### src/rtl/udma_event_arb.sv
// udma_event_arb: round-robin merge of per-peripheral event requests onto the
// single registered uDMA event channel (valid/ready, 8-bit event ID).
module udma_event_arb #(
  parameter  int N_SRC = 4,
  localparam int SRC_W = (N_SRC > 1) ? $clog2(N_SRC) : 1
) (
  input  logic               clk_i,
  input  logic               rstn_i,
  input  logic [N_SRC-1:0]   src_en_i,
  input  logic [N_SRC-1:0]   evt_valid_i,
  input  logic [8*N_SRC-1:0] evt_data_i,
  output logic [N_SRC-1:0]   evt_ready_o,
  output logic               event_valid_o,
  output logic [7:0]         event_data_o,
  output logic [SRC_W-1:0]   event_src_o,
  input  logic               event_ready_i
);

  logic               event_valid_q, event_valid_d;
  logic [7:0]         event_data_q, event_data_d;
  logic [SRC_W-1:0]   event_src_q, event_src_d;
  logic [SRC_W-1:0]   r_ptr_q, r_ptr_d;

  logic               s_load;
  logic [N_SRC-1:0]   s_elig;
  logic               gnt_found;
  logic [SRC_W-1:0]   gnt_idx;

  assign s_load = ~event_valid_q | event_ready_i;
  assign s_elig = evt_valid_i & src_en_i;

  // Round-robin search: first eligible source at or above r_ptr, wrapping.
  always_comb begin
    int cand;
    gnt_found = 1'b0;
    gnt_idx   = '0;
    cand      = 0;
    for (int i = 0; i < N_SRC; i++) begin
      cand = int'(r_ptr_q) + i;
      if (cand >= N_SRC) cand = cand - N_SRC;
      if (!gnt_found && s_elig[cand]) begin
        gnt_found = 1'b1;
        gnt_idx   = SRC_W'(cand);
      end
    end
  end

  // Accept strobe to the winner; suppressed while stalled and while in reset.
  always_comb begin
    evt_ready_o = '0;
    if (rstn_i && s_load && gnt_found) evt_ready_o[gnt_idx] = 1'b1;
  end

  // Next output-stage contents: load winner, go idle, or hold on stall.
  always_comb begin
    event_valid_d = event_valid_q;
    event_data_d  = event_data_q;
    event_src_d   = event_src_q;
    r_ptr_d       = r_ptr_q;
    if (s_load) begin
      if (gnt_found) begin
        event_valid_d = 1'b1;
        event_data_d  = evt_data_i[8*int'(gnt_idx) +: 8];
        event_src_d   = gnt_idx;
        r_ptr_d       = (int'(gnt_idx) == N_SRC-1) ? '0 : gnt_idx + 1'b1;
      end else begin
        event_valid_d = 1'b0;
      end
    end
  end

  // Output register and round-robin pointer; reset discards any pending event.
  always_ff @(posedge clk_i or negedge rstn_i) begin
    if (!rstn_i) begin
      event_valid_q <= 1'b0;
      event_data_q  <= '0;
      event_src_q   <= '0;
      r_ptr_q       <= '0;
    end else begin
      event_valid_q <= event_valid_d;
      event_data_q  <= event_data_d;
      event_src_q   <= event_src_d;
      r_ptr_q       <= r_ptr_d;
    end
  end

  assign event_valid_o = event_valid_q;
  assign event_data_o  = event_data_q;
  assign event_src_o   = event_src_q;

endmodule

### config.mk
export PLATFORM = sky130hd
export DESIGN_NAME = udma_event_arb
export DESIGN_NICKNAME = d
export VERILOG_FILES = /design/src/rtl/udma_event_arb.sv
export SDC_FILE = /design/constraint.sdc
export NUM_CORES = 1
export LEC_CHECK = 0
export CAP_MARGIN = 20
export CORE_UTILIZATION = 36
export CTS_CLUSTER_DIAMETER = 100
export CTS_CLUSTER_SIZE = 10
export DETAILED_ROUTE_END_ITERATION = 10
export GPL_TIMING_DRIVEN = 1
export PLACE_DENSITY = 0.9
export SLEW_MARGIN = 5
export SYNTH_ARGS = -nofsm -noshare
export SYNTH_HDL_FRONTEND = slang
export SYNTH_SLANG_ARGS = --single-unit
### constraint.sdc
create_clock -name clk_i -period 2.86 [get_ports clk_i]
set_clock_uncertainty 0.15 [all_clocks]
set_input_delay 0.572 -clock clk_i [delete_from_list [all_inputs] [get_ports clk_i]]
set_output_delay 0.572 -clock clk_i [all_outputs]
set_load 0.05 [all_outputs]
==> run_results.csv, run 1 <==
group,metric,value,unit
status,status,"complete, no violations",
floorplan,die-area,2720,um^2
power,max-vdd-ir-drop,0.000484,V
worst_setup_path,crit_type,"in2out",
worst_setup_path,cp-start-kind,"input pin",
global_route,antenna_found_initial,0,
clock_network,cts_buffer_depth,2,
worst_setup_path,crit_top_cell,"buf_4",
cells_and_area,nets,211,
yosys,async_flop_share,1.00,
cells_and_area,final_cell_mix,"clkdlybuf4s50_1, nand2_1, mux2i_1",
placement,place.gp.congestion,0.786,
worst_setup_path,crit_path_start,"evt_valid_i[3]",
worst_setup_path,critical_path_buf_inv_count,4,
worst_setup_path,reg2reg_from,"r_ptr_q[1]",
drt,routedWlPerCell,15.4,um
drt,drt_wl_total,2.95,mm
flow_run,drv_cap,0,
placement,port_buffers,57,
yosys,yosysSeqAreaShare,0.359,
worst_setup_path,slowest_stage,"dlygate4sd2_1",
cells_and_area,diodes,0,
drt,dr.pass1.iters,4,
min_path,hold_class,"reg2reg",
clock_network,cts_buffers,3,
timing,max_freq,0.372,GHz
clock_network,clock_latency,0.28,ns
timing,slew_viol_final,0,
global_route,grt.overflow.total,0,
worst_setup_path,r2r_slack,0.88,ns
power,p_per_area,631,nW/um^2
drt,drt-initial-drc-count,5,
power,power_leakage,0.748,nW
placement,place_area,1580,um^2
clock_network,cts-htree-levels,1,
yosys,synth-seq-cells,13,
cells_and_area,syn_to_final_growth,84.1,%
floorplan,num_rows,17,
clock_network,cts_sinks,13,
worst_setup_path,endpoint_kind,"output pin",
drt,vias_per_cell,5.27,
timing,setup_violations,0,
timing,finalHoldViolCount,0,
floorplan,coreArea,2300,um^2
clock_network,cts-root-buf,"clkbuf_4",
floorplan,die_width,52.2,um
yosys,synth_edf_count,0,
yosys,synthDistinctLibCells,25,
worst_setup_path,worstPathArrival,1.97,ns
power,total_power,1.05,mW
yosys,yosys_warnings,0,
floorplan,start_util,0.395,
drt,drc,0,
yosys,synth_nets,137,
worst_setup_path,r2r_cells,7,
global_route,grt_max_degree,17,
worst_setup_path,cp_top_family,"buffers and inverters",
cells_and_area,final_common_cell,"clkdlybuf4s50_1",
clock_network,hold_buffers,0,
yosys,synth_cells,90,
global_route,grt_pass1_wl,4.46,mm
cells_and_area,num-fill-cells,180,
timing,slew-limit-headroom,0.647,
timing,rsz0062_at_grt,"false",
worst_setup_path,endpoint,"evt_ready_o[2]",
timing,period_share,0.940,
drt,antenna_left,0,
global_route,track_usage,0.227,
worst_setup_path,crit_path_max_incr_delay,0.25,ns
cells_and_area,drive_gt1_frac,0.221,
timing,period_minus_slack,2.69,ns
yosys,syn_area_per_cell,10.1,um^2
floorplan,die_y,52.2,um
floorplan,ios,58,
placement,post-place-ws,-0.0951,ns
clock_network,cts_tree,"yes",
worst_setup_path,r2r_end,"event_data_o[7]",
yosys,syn_area,907,um^2
worst_setup_path,critical_path_depth,8,
worst_setup_path,path_cells,"dlygate4sd2_1 -> and2_4 -> buf_4 -> o22a_2 -> buf_4 -> ha_1 -> and3_1 -> buf_6",
worst_setup_path,cp.required,2.14,ns
yosys,synth_ff_type,"dfrtp_1",
global_route,grt_pass1_vias,1049,
worst_setup_path,critPathMaxFanout,4,
drt,vias,1007,
placement,dpl.hpwl,2.28,mm
timing,setup_ws,0.171,ns
timing,worstMarginPinSlew,0.528,ns
timing,setup_tns,0,ns
cells_and_area,final_area,1670,um^2
clock_network,path_clk_slew,0.08,ns
through the flow:
step	cells	hold slack, ns	utilization
CTS	191	0.342	0.716
global placement	183	0.301	0.686
detailed placement	183	0.312	0.686
floorplan	90	0.126	-
global route	191	0.373	0.727
finish	191	0.337	0.727
cell usage after synthesis (2+ instances only):
library cell	count	area [um^2]
o221ai_2	2	30.0
nand2_1	19	71.3
inv_1	3	11.3
o221ai_1	8	70.1
dfrtp_1	13	325
and2_1	2	12.5
ha_1	4	50.1
mux2i_1	16	160
nand3_1	2	10.0
and3_1	4	25.0
o21ai_0	3	15.0
report_power, final:
part / internal, mW / switching (mW) / leakage [nW]
Sequential: 0.244 / 0.0494 / 0.158
Combinational: 0.272 / 0.370 / 0.575
Clock: 0.0543 / 0.0636 / 0.0150
metal layers:
| layer | vias to the layer above | part of all wire | GRT usage |
|---|---|---|---|
| met4 | 0 | 0.014 | 0.0921 |
| met3 | 5 | 0.032 | 0.0261 |
| met1 | 487 | 0.37 | 0.242 |
| met2 | 30 | 0.58 | 0.442 |
| met5 | - | 0 | 0 |
| li1 | 485 | - | - |
worst reg2reg max path, stage by stage, from the launching register on:
cell,delay [ns]
dfrtp_1,0.43
inv_1,0.13
o221ai_4,0.12
a21oi_2,0.20
buf_4,0.15
buf_4,0.27
mux2i_1,0.25
o221ai_1,0.15
cells by family (layout without fill, tap and decap cells):
| family | count (synthesis) | in the layout | share of synthesized area |
|---|---|---|---|
| compound gates | 20 | 20 | 0.200 |
| simple gates | 31 | 31 | 0.159 |
| flops | 13 | 13 | 0.359 |
| mux | 16 | 16 | 0.177 |
| fa+ha+maj | 4 | 4 | 0.0552 |
| buf+inv | 6 | 79 | 0.0510 |
worst min path at each step:
stage                    from              end  slack, ns  depth (start not counted)
2_1_floorplan          rstn_i  event_data_o[0]       0.13                          0
3_3_place_gp   event_src_o[0]   event_src_o[0]       0.30                          2
3_5_place_dp   event_src_o[1]   event_src_o[1]       0.31                          2
4_1_cts        event_src_o[1]   event_src_o[1]       0.34                          2
5_1_grt        event_src_o[0]   event_src_o[0]       0.37                          2
6_report       event_src_o[0]   event_src_o[0]       0.34                          2
cell type report:
| type | instances | area [um^2] | area share |
|---|---|---|---|
| Timing Repair Buffer | 72 | 707 | 0.423 |
| Multi-Input combinational cell | 71 | 566 | 0.339 |
| Tap cell | 28 | 35.0 | 0.0210 |
| Clock buffer | 4 | 26.3 | 0.0157 |
| Inverter | 3 | 11.3 | 0.00674 |
| Sequential cell | 13 | 325 | 0.195 |
sequential cells by signal (all words and copies together) (netlist names):
name and flops:
event_src_o 2, event_valid_o 1, r_ptr_q 2, event_data_o 8
repair_timing:
| action | 4_1_cts | 5_1_grt |
|---|---|---|
| resized for setup | 12 | 7 |
| pin swaps | 3 | 4 |
| buffers inserted | 4 | 0 |
| hold endpoints to repair | 0 | 0 |
| setup endpoints to repair | 3 | 4 |
No activity file was read; power rests on OpenSTA's default activity.
==> run 2, diff against run 1 <==
--- a/config.mk
+++ b/config.mk
@@ -6,12 +6,13 @@
 export NUM_CORES = 1
 export LEC_CHECK = 0
 export CAP_MARGIN = 20
-export CORE_UTILIZATION = 36
+export CORE_UTILIZATION = 45
 export CTS_CLUSTER_DIAMETER = 100
 export CTS_CLUSTER_SIZE = 10
 export DETAILED_ROUTE_END_ITERATION = 10
+export DONT_BUFFER_PORTS = 1
 export GPL_TIMING_DRIVEN = 1
-export PLACE_DENSITY = 0.9
+export PLACE_DENSITY = 0.7
 export SLEW_MARGIN = 5
 export SYNTH_ARGS = -nofsm -noshare
 export SYNTH_HDL_FRONTEND = slang
==> constraint.sdc (replaced) <==
create_clock -name clk_i -period 3.2 [get_ports clk_i]
set_clock_uncertainty 0.15 [all_clocks]
set_input_delay 0.64 -clock clk_i [delete_from_list [all_inputs] [get_ports clk_i]]
set_output_delay 0.64 -clock clk_i [all_outputs]
set_load 0.05 [all_outputs]
==> run_results.csv, run 2 (synthesized netlist as in run 1, its figures left out) <==
group,metric,value,unit
status,status,"complete, no violations",
clock_network,path_clk_slew,0.08,ns
drt,drt_wl_total,1.93,mm
timing,setup_violations,0,
cells_and_area,largest_register_ffs,8,
cells_and_area,final_common_cell,"nand2_1",
clock_network,postCtsSetupRepairBufs,0,
timing,rsz0062_at_grt,"false",
cells_and_area,final_cell_mix,"nand2_1, mux2i_1, dfrtp_1",
drt,vias_per_cell,6.13,
min_path,hold_depth,2,
worst_setup_path,r2r_slack,1.26,ns
drt,drt-met1-wl,782,um
clock_network,cts_buffers,3,
drt,wl_met3,156,um
global_route,grt_pass1_wl,3.10,mm
global_route,grt_pass1_vias,741,
drt,dr.pass1.iters,4,
clock_network,cts-htree-levels,1,
cells_and_area,final_cells,120,
floorplan,die-area,2200,um^2
cells_and_area,syn_to_final_growth,8.83,%
global_route,grt_max_degree,17,
timing,finalHoldViolCount,0,
min_path,hold_class,"in2reg",
placement,placed_cells,115,
worst_setup_path,cp-start-kind,"register",
worst_setup_path,reg2reg_from,"event_valid_o",
timing,slew_viol_final,0,
clock_network,cts_tree,"yes",
drt,route.top_layer_used,"met4",
power,power_leakage,0.432,nW
placement,place_area,951,um^2
floorplan,die_width,46.9,um
power,p_sw_frac,0.514,
drt,wl_met2,981,um
global_route,track_usage,0.202,
cells_and_area,multi_input_area,536,um^2
power,total_power,0.744,mW
power,pwr-share-seq,0.565,
power,power_frac_comb,0.299,
clock_network,cts-root-buf,"clkbuf_4",
worst_setup_path,critPathMaxFanout,9,
timing,max_freq,0.367,GHz
power,p_per_area,754,nW/um^2
timing,slew-limit-headroom,0.594,
floorplan,ios,58,
floorplan,start_util,0.503,
power,p_switching,0.382,mW
drt,drc,0,
power,p_int,0.362,mW
placement,port_buffers,0,
flow_run,drv_cap,0,
clock_network,hold_buffers,1,
clock_network,cts_sinks,13,
cells_and_area,diodes,0,
placement,dpl.hpwl,1.46,mm
clock_network,cts_buffer_depth,2,
drt,drt-initial-drc-count,13,
clock_network,clock_latency,0.27,ns
worst_setup_path,endpoint,"evt_ready_o[0]",
timing,setup_tns,0,ns
worst_setup_path,r2r_cells,4,
floorplan,die_y,46.9,um
global_route,antenna_found_initial,0,
cells_and_area,nets,143,
timing,period_minus_slack,2.73,ns
cells_and_area,regArea,325,um^2
worst_setup_path,endpoint_kind,"output pin",
worst_setup_path,crit_type,"reg2out",
power,max-vdd-ir-drop,0.000426,V
placement,place.gp.congestion,0.796,
clock_network,cts_resized,0,
drt,vias,735,
power,pwr-share-clk,0.137,
cells_and_area,drive_gt1_frac,0.126,
worst_setup_path,r2r_end,"event_data_o[1]",
worst_setup_path,worstPathArrival,1.94,ns
cells_and_area,final_area,987,um^2
cells_and_area,num-fill-cells,176,
floorplan,coreArea,1800,um^2
worst_setup_path,crit_path_start,"event_valid_o",
timing,worstMarginPinSlew,0.607,ns
timing,period_share,0.852,
drt,antenna_left,0,
worst_setup_path,cp.required,2.41,ns
drt,routedWlPerCell,16.1,um
floorplan,num_rows,15,
global_route,grt.overflow.total,0,
## run 2: changes by cell type in the layout (fill, tap and decap cells not counted), sizes merged
cell | previous run | this run
clkdlybuf4s50 | 45 | 0
dlygate4sd3 | 0 | 1
dlymetal6s2s | 3 | 0
buf | 19 | 3
dlygate4sd2 | 5 | 0
## run 2: layer usage
metal  GRT usage  vias to the layer above
li1            -                      348
met1       0.245                      353
met2       0.342                       32
met3      0.0615                        2
met4      0.0686                        0
met5           0                        -
## run 2: worst min path at each step
stage | start | to | slack (ns)
final | src_en_i[3] | event_valid_o | 0.43
after global routing | src_en_i[3] | event_valid_o | 0.45
after CTS | src_en_i[3] | event_valid_o | 0.43
after detailed placement | rstn_i | r_ptr_q[1] | 0.19
after global placement | rstn_i | event_data_o[4] | 0.20
after floorplan | rstn_i | event_data_o[0] | 0.19
## run 2: metrics by stage
step | hold slack [ns] | utilization | setup slack (ns)
3_3_place_gp | 0.195 | 0.528 | 0.546
5_1_grt | 0.449 | 0.548 | 0.358
6_report | 0.434 | 0.548 | 0.474
4_1_cts | 0.435 | 0.548 | 0.455
3_5_place_dp | 0.195 | 0.528 | 0.491
2_1_floorplan | 0.194 | - | 0.380
## run 2: critical path: stages (launching register included)
cell	delay, ns
dfrtp_1	0.57
nor2b_1	0.25
a31oi_2	0.32
and3_1	0.53
## run 2: layout make-up
type,count,area share
flip-flops and latches,13,0.330
well taps,25,0.0317
clock buffers,4,0.0266
inverters,3,0.0114
multi-input cells,71,0.542
repair buffers,4,0.0583
## run 2: power groups by stage
stage | clock network, mW | logic, mW | registers [mW]
after floorplan | 0 | 0.202 | 0.410
after global placement | 0 | 0.212 | 0.425
after detailed placement | 0 | 0.218 | 0.425
after CTS | 0.103 | 0.226 | 0.422
after global routing | 0.112 | 0.252 | 0.429
final | 0.102 | 0.222 | 0.420
